## src/rtl/door_controller.sv

```systemverilog
// ---------------------------------------------------------------------------
// door_controller
//
// Door sequencer for the elevator car. It walks the door through
// CLOSED -> OPENING -> OPEN -> CLOSING. While the car is overloaded it holds
// the door open and sounds the alarm. Once the operator or sensor confirms
// that the excess load has left, it sends a one-cycle clear pulse to the
// weight stage. The car may move only while the door is fully closed.
//
// Parameters
//   TRANSIT_TIME : cycles for the door to fully open or fully close (>= 1)
//   OPEN_TIME    : dwell cycles at fully open before auto-close (>= 1)
//
// Ports
//   clk                   in  : system clock, rising edge
//   reset                 in  : asynchronous, active-high reset
//   arrived               in  : car stopped at a requested floor
//   open_request          in  : open-door button
//   close_request         in  : close-door button
//   weight_limit_exceeded in  : overload flag from the weight stage
//   clear_overload        in  : confirmation that the excess load has left
//   door                  out : 1 whenever the door is not fully closed
//   motion_enable         out : 1 only when the door is closed and sealed
//   alarm                 out : overload buzzer
//   weight_flip_reset     out : clear pulse to the weight stage
// ---------------------------------------------------------------------------
module door_controller #(
    parameter int TRANSIT_TIME = 4,
    parameter int OPEN_TIME    = 8
) (
    input  logic clk,
    input  logic reset,
    input  logic arrived,
    input  logic open_request,
    input  logic close_request,
    input  logic weight_limit_exceeded,
    input  logic clear_overload,
    output logic door,
    output logic motion_enable,
    output logic alarm,
    output logic weight_flip_reset
);

    // The timer is wide enough to hold the larger of the two load values.
    localparam int MAX_TIME = (TRANSIT_TIME > OPEN_TIME) ? TRANSIT_TIME : OPEN_TIME;
    localparam int TIMER_W  = (MAX_TIME > 1) ? $clog2(MAX_TIME) : 1;

    localparam logic [TIMER_W-1:0] TRANSIT_LOAD = TIMER_W'(TRANSIT_TIME - 1);
    localparam logic [TIMER_W-1:0] DWELL_LOAD   = TIMER_W'(OPEN_TIME - 1);
    localparam logic [TIMER_W-1:0] TIMER_ONE    = TIMER_W'(1);

    typedef enum logic [2:0] {
        ST_CLOSED   = 3'd0,
        ST_OPENING  = 3'd1,
        ST_OPEN     = 3'd2,
        ST_CLOSING  = 3'd3,
        ST_OVERLOAD = 3'd4,
        ST_CLEAR    = 3'd5
    } state_t;

    state_t               state_reg, state_next;
    logic [TIMER_W-1:0]   timer_reg, timer_next;
    logic                 timer_zero;

    logic door_reg, door_next;
    logic motion_enable_reg, motion_enable_next;
    logic alarm_reg, alarm_next;
    logic weight_flip_reset_reg, weight_flip_reset_next;

    assign timer_zero = (timer_reg == '0);

    // -----------------------------------------------------------------------
    // Next-state and timer logic
    // -----------------------------------------------------------------------
    always_comb begin
        state_next = state_reg;
        timer_next = timer_reg;

        case (state_reg)
            ST_CLOSED: begin
                // An overload flag does not block opening here. It is
                // caught on the first OPEN cycle instead.
                if (arrived || open_request) begin
                    state_next = ST_OPENING;
                    timer_next = TRANSIT_LOAD;
                end
            end

            ST_OPENING: begin
                if (timer_zero) begin
                    state_next = ST_OPEN;
                    timer_next = DWELL_LOAD;
                end else begin
                    timer_next = timer_reg - TIMER_ONE;
                end
            end

            ST_OPEN: begin
                // Priority order: overload, open (beats close), close, dwell expiry.
                if (weight_limit_exceeded) begin
                    state_next = ST_OVERLOAD;
                end else if (open_request) begin
                    timer_next = DWELL_LOAD;
                end else if (close_request || timer_zero) begin
                    state_next = ST_CLOSING;
                    timer_next = TRANSIT_LOAD;
                end else begin
                    timer_next = timer_reg - TIMER_ONE;
                end
            end

            ST_CLOSING: begin
                // A reopen always runs the full transit, whatever the
                // current door position is.
                if (weight_limit_exceeded || open_request) begin
                    state_next = ST_OPENING;
                    timer_next = TRANSIT_LOAD;
                end else if (timer_zero) begin
                    state_next = ST_CLOSED;
                end else begin
                    timer_next = timer_reg - TIMER_ONE;
                end
            end

            ST_OVERLOAD: begin
                // The timer stays frozen and the door buttons are ignored.
                if (clear_overload) begin
                    state_next = ST_CLEAR;
                end
            end

            ST_CLEAR: begin
                // Single cycle. The overload flag is still falling, so it
                // is not looked at here.
                state_next = ST_OPEN;
                timer_next = DWELL_LOAD;
            end

            default: begin
                state_next = ST_CLOSED;
                timer_next = '0;
            end
        endcase
    end

    // -----------------------------------------------------------------------
    // Output decode from the next state. The outputs are registered, so
    // weight_flip_reset is glitch-free. It drives an asynchronous reset
    // downstream.
    // -----------------------------------------------------------------------
    always_comb begin
        door_next              = (state_next != ST_CLOSED);
        motion_enable_next     = (state_next == ST_CLOSED);
        alarm_next             = (state_next == ST_OVERLOAD);
        weight_flip_reset_next = (state_next == ST_CLEAR);
    end

    // weight_flip_reset resets to 1, so the weight stage is held clear while
    // reset is asserted.
    always_ff @(posedge clk or posedge reset) begin
        if (reset) begin
            state_reg             <= ST_CLOSED;
            timer_reg             <= '0;
            door_reg              <= 1'b0;
            motion_enable_reg     <= 1'b1;
            alarm_reg             <= 1'b0;
            weight_flip_reset_reg <= 1'b1;
        end else begin
            state_reg             <= state_next;
            timer_reg             <= timer_next;
            door_reg              <= door_next;
            motion_enable_reg     <= motion_enable_next;
            alarm_reg             <= alarm_next;
            weight_flip_reset_reg <= weight_flip_reset_next;
        end
    end

    assign door              = door_reg;
    assign motion_enable     = motion_enable_reg;
    assign alarm             = alarm_reg;
    assign weight_flip_reset = weight_flip_reset_reg;

endmodule
```

## config.mk

```make
export PLATFORM = sky130hd
export DESIGN_NAME = door_controller
export DESIGN_NICKNAME = d
export VERILOG_FILES = /design/src/rtl/door_controller.sv
export SDC_FILE = /design/constraint.sdc
export NUM_CORES = 1
export LEC_CHECK = 0
export ABC_AREA = 1
export BUFFER_PORTS_ARGS = -buffer_cell sky130_fd_sc_hd__buf_4
export CAP_MARGIN = 0
export CORE_MARGIN = 8
export CORE_UTILIZATION = 51
export CTS_BUF_LIST = sky130_fd_sc_hd__clkbuf_2
export DETAILED_ROUTE_END_ITERATION = 16
export PLACE_DENSITY = 0.73
export SLEW_MARGIN = 20
export SYNTH_ARGS = -nofsm -noshare
export SYNTH_HDL_FRONTEND = slang
export SYNTH_SLANG_ARGS = --single-unit
```

## constraint.sdc

```tcl
create_clock -name clk -period 2.8 [get_ports clk]
set_input_delay 0.42 -clock clk [delete_from_list [all_inputs] [get_ports clk]]
set_output_delay 0.42 -clock clk [all_outputs]
set_load 0.01 [all_outputs]
```

==> run metrics <==
run status=finished clean; Yosys reg bits=10; Vias=654; most frequent cells in the layout=nand2_1 (27), nor2_1 (16), inv_1 (15); gp weighted congestion=0.943; cell total after placement=131; fin cells=135; Synth async-reset ratio=100%; total gr overflow=0; FF-to-FF Start=timer_reg[0]; Flop pwr share=29.0%; Setup Skew=0.0179 ns; share of layout cells above drive strength 1=29.2%; critical path type=reg2reg; crit path launch type=flop; Slew HR=76.1%; Post-Syn Nets=115; register area share after synthesis=34.6%; DP HPWL=1280 µm; antenna viol nets, final=0; Area Overhead vs Synth=15.4%; Hold Slack=0.119 ns; largest net degree at the start of global routing=11; cell row count=13; fillers=128; EDFF count, synth=0; DRC=0; Iteration-0 DRC Markers=18; Synth Flop Type=dfrtp_1; Root Driver=clkbuf_2; H-tree depth=1; Fmax=650 MHz; Vias/cell=4.84; wire per inst=11.5 µm; Placed Area=825 µm²; first-pass GRT wire length=2740 µm; Post-Synthesis Cell Area=731 µm²; Worst-Margin Slew=0.358 ns; Die ar.=2900 µm²; RSZ-0062 raised after global routing=no; final instance area=843 µm²; antenna violations before repair=0; vias in the first global route=643; Initial Util=55.5%; Port-buffer cells=10; Clk pwr share=8.8%; cts hold-fix bufs=0; WL final=1560 µm; nets@finish=130; Post-CTS Setup Inserts=0; Sink Count=10; post-route setup TNS=0 ns; worst skew pair latency=0.25 ns; Sw Share=49.7%; Slew Viols, Final=0; IO Pins=11; share of the cycle needed by the critical path after routing=55.0%; Mapped Cells=106; Crit Reg-Reg Endpoint=motion_enable; Setup Viol. Count Final=0; total CTS buffers=3; Die H=53.9 µm; Reg2Reg Depth=9; Critical Path Fanout Max=4; Tmin final=1.54 ns; sw power=0.000440 W; Floorplan Core Area=1320 µm²; Global Route Usage Sum=12.5%; clock slew at reported path FFs=0.11 ns; beginning of the critical path=timer_reg[0]; final hold viol count=0; Distinct cells, synth=18; reg2reg setup slack=1.26 ns; CTS tree=built; arrival time of the worst setup path=1.74 ns; pwr dens=1050 nW/µm²; Crit. End Element=flop; max_cap viols=0; total power=0.000886 W; drt first pass iters=4; Synth Warn #=0; # resized after CTS=0; internal power=0.000445 W; Comb pwr share=62.2%; Hold WC Path Type=in2async; Worst VDD drop=550 µV; Synth Area per Inst=6.89 µm²; most common cell after layout, fill and taps aside=nand2_1; Die Wd=53.9 µm; Worst Path Required=3.00 ns; Lkg Pwr=0.479 nW; Ant. Diodes=0; clk buf depth=2
-- synth_stat cells, types with 2 or more instances --
master / count / area share (%)
dfrtp_1: 8 / 27
dfstp_2: 2 / 7.2
ha_1: 2 / 3.4
inv_1: 15 / 7.7
inv_2: 3 / 1.5
nand2_1: 27 / 14
nand2_2: 6 / 5.1
nand3_1: 5 / 3.4
nand3_2: 3 / 4.1
nor2_1: 16 / 8.2
nor2_2: 5 / 4.3
o21ai_0: 8 / 5.5
-- how the worst max path moves through the flow --
stage / cells after the start / endpoint / slack (ns)
after detailed placement: 9 / alarm / 1.28
after global placement: 9 / alarm / 1.36
after global routing: 10 / timer_reg[2] / 1.12
after floorplan: 9 / motion_enable / 1.46
after CTS: 9 / alarm / 1.27
final: 9 / motion_enable / 1.26
-- worst max-delay path, cell delays in order, from the launching register on --
cell     delay, ns
dfrtp_1       0.38
inv_1         0.09
ha_1          0.23
inv_1         0.06
nor2_1        0.06
o21ai_0       0.24
inv_1         0.11
nor2_4        0.14
nand3_2       0.09
nor2_1        0.09
-- through the flow --
| step | worst slack [ns] | util, % |
|---|---|---|
| 3_5_place_dp | 1.28 | 62.6 |
| 2_1_floorplan | 1.46 | - |
| 3_3_place_gp | 1.36 | 62.6 |
| 4_1_cts | 1.27 | 64.0 |
| 5_1_grt | 1.12 | 64.0 |
| 6_report | 1.26 | 64.0 |
-- layout make-up --
type | count | area, µm² | area share (%)
clock buffers | 3 | 15.0 | 1.78
inverters | 18 | 67.6 | 8.01
clock inverters | 1 | 3.75 | 0.445
multi-input cells | 78 | 410 | 48.7
flip-flops and latches | 10 | 253 | 30.0
well taps | 15 | 18.8 | 2.23
repair buffers | 10 | 75.1 | 8.90
-- routing by layer --
layer	part of all wire, %	wire (µm)	global-route usage (%)
met1	49	771	15.6
met2	45	703	19.5
met3	3.2	50	3.03
met4	2.2	34	6.72
met5	0	0	0
-- logic make-up (layout without fill, tap and decap cells) --
logic type      after synthesis  after routing  share of synthesized area [%]
compound gates                9              9                           6.16
flops                        10             10                           34.6
fa+ha+maj                     2              2                           3.42
buf+inv                      18             32                           9.25
simple gates                 66             66                           45.4
xor+xnor                      1              1                           1.20
-- power groups by stage --
stage	sequential [W]	combinational, W	clock [W]
2_1_floorplan	0.000259	0.000421	0
3_3_place_gp	0.000257	0.000543	0
3_5_place_dp	0.000259	0.000550	0
4_1_cts	0.000256	0.000552	0.0000814
5_1_grt	0.000262	0.000626	0.0000915
6_report	0.000257	0.000551	0.0000780
Note: power is estimated with default switching activity, not from simulation.
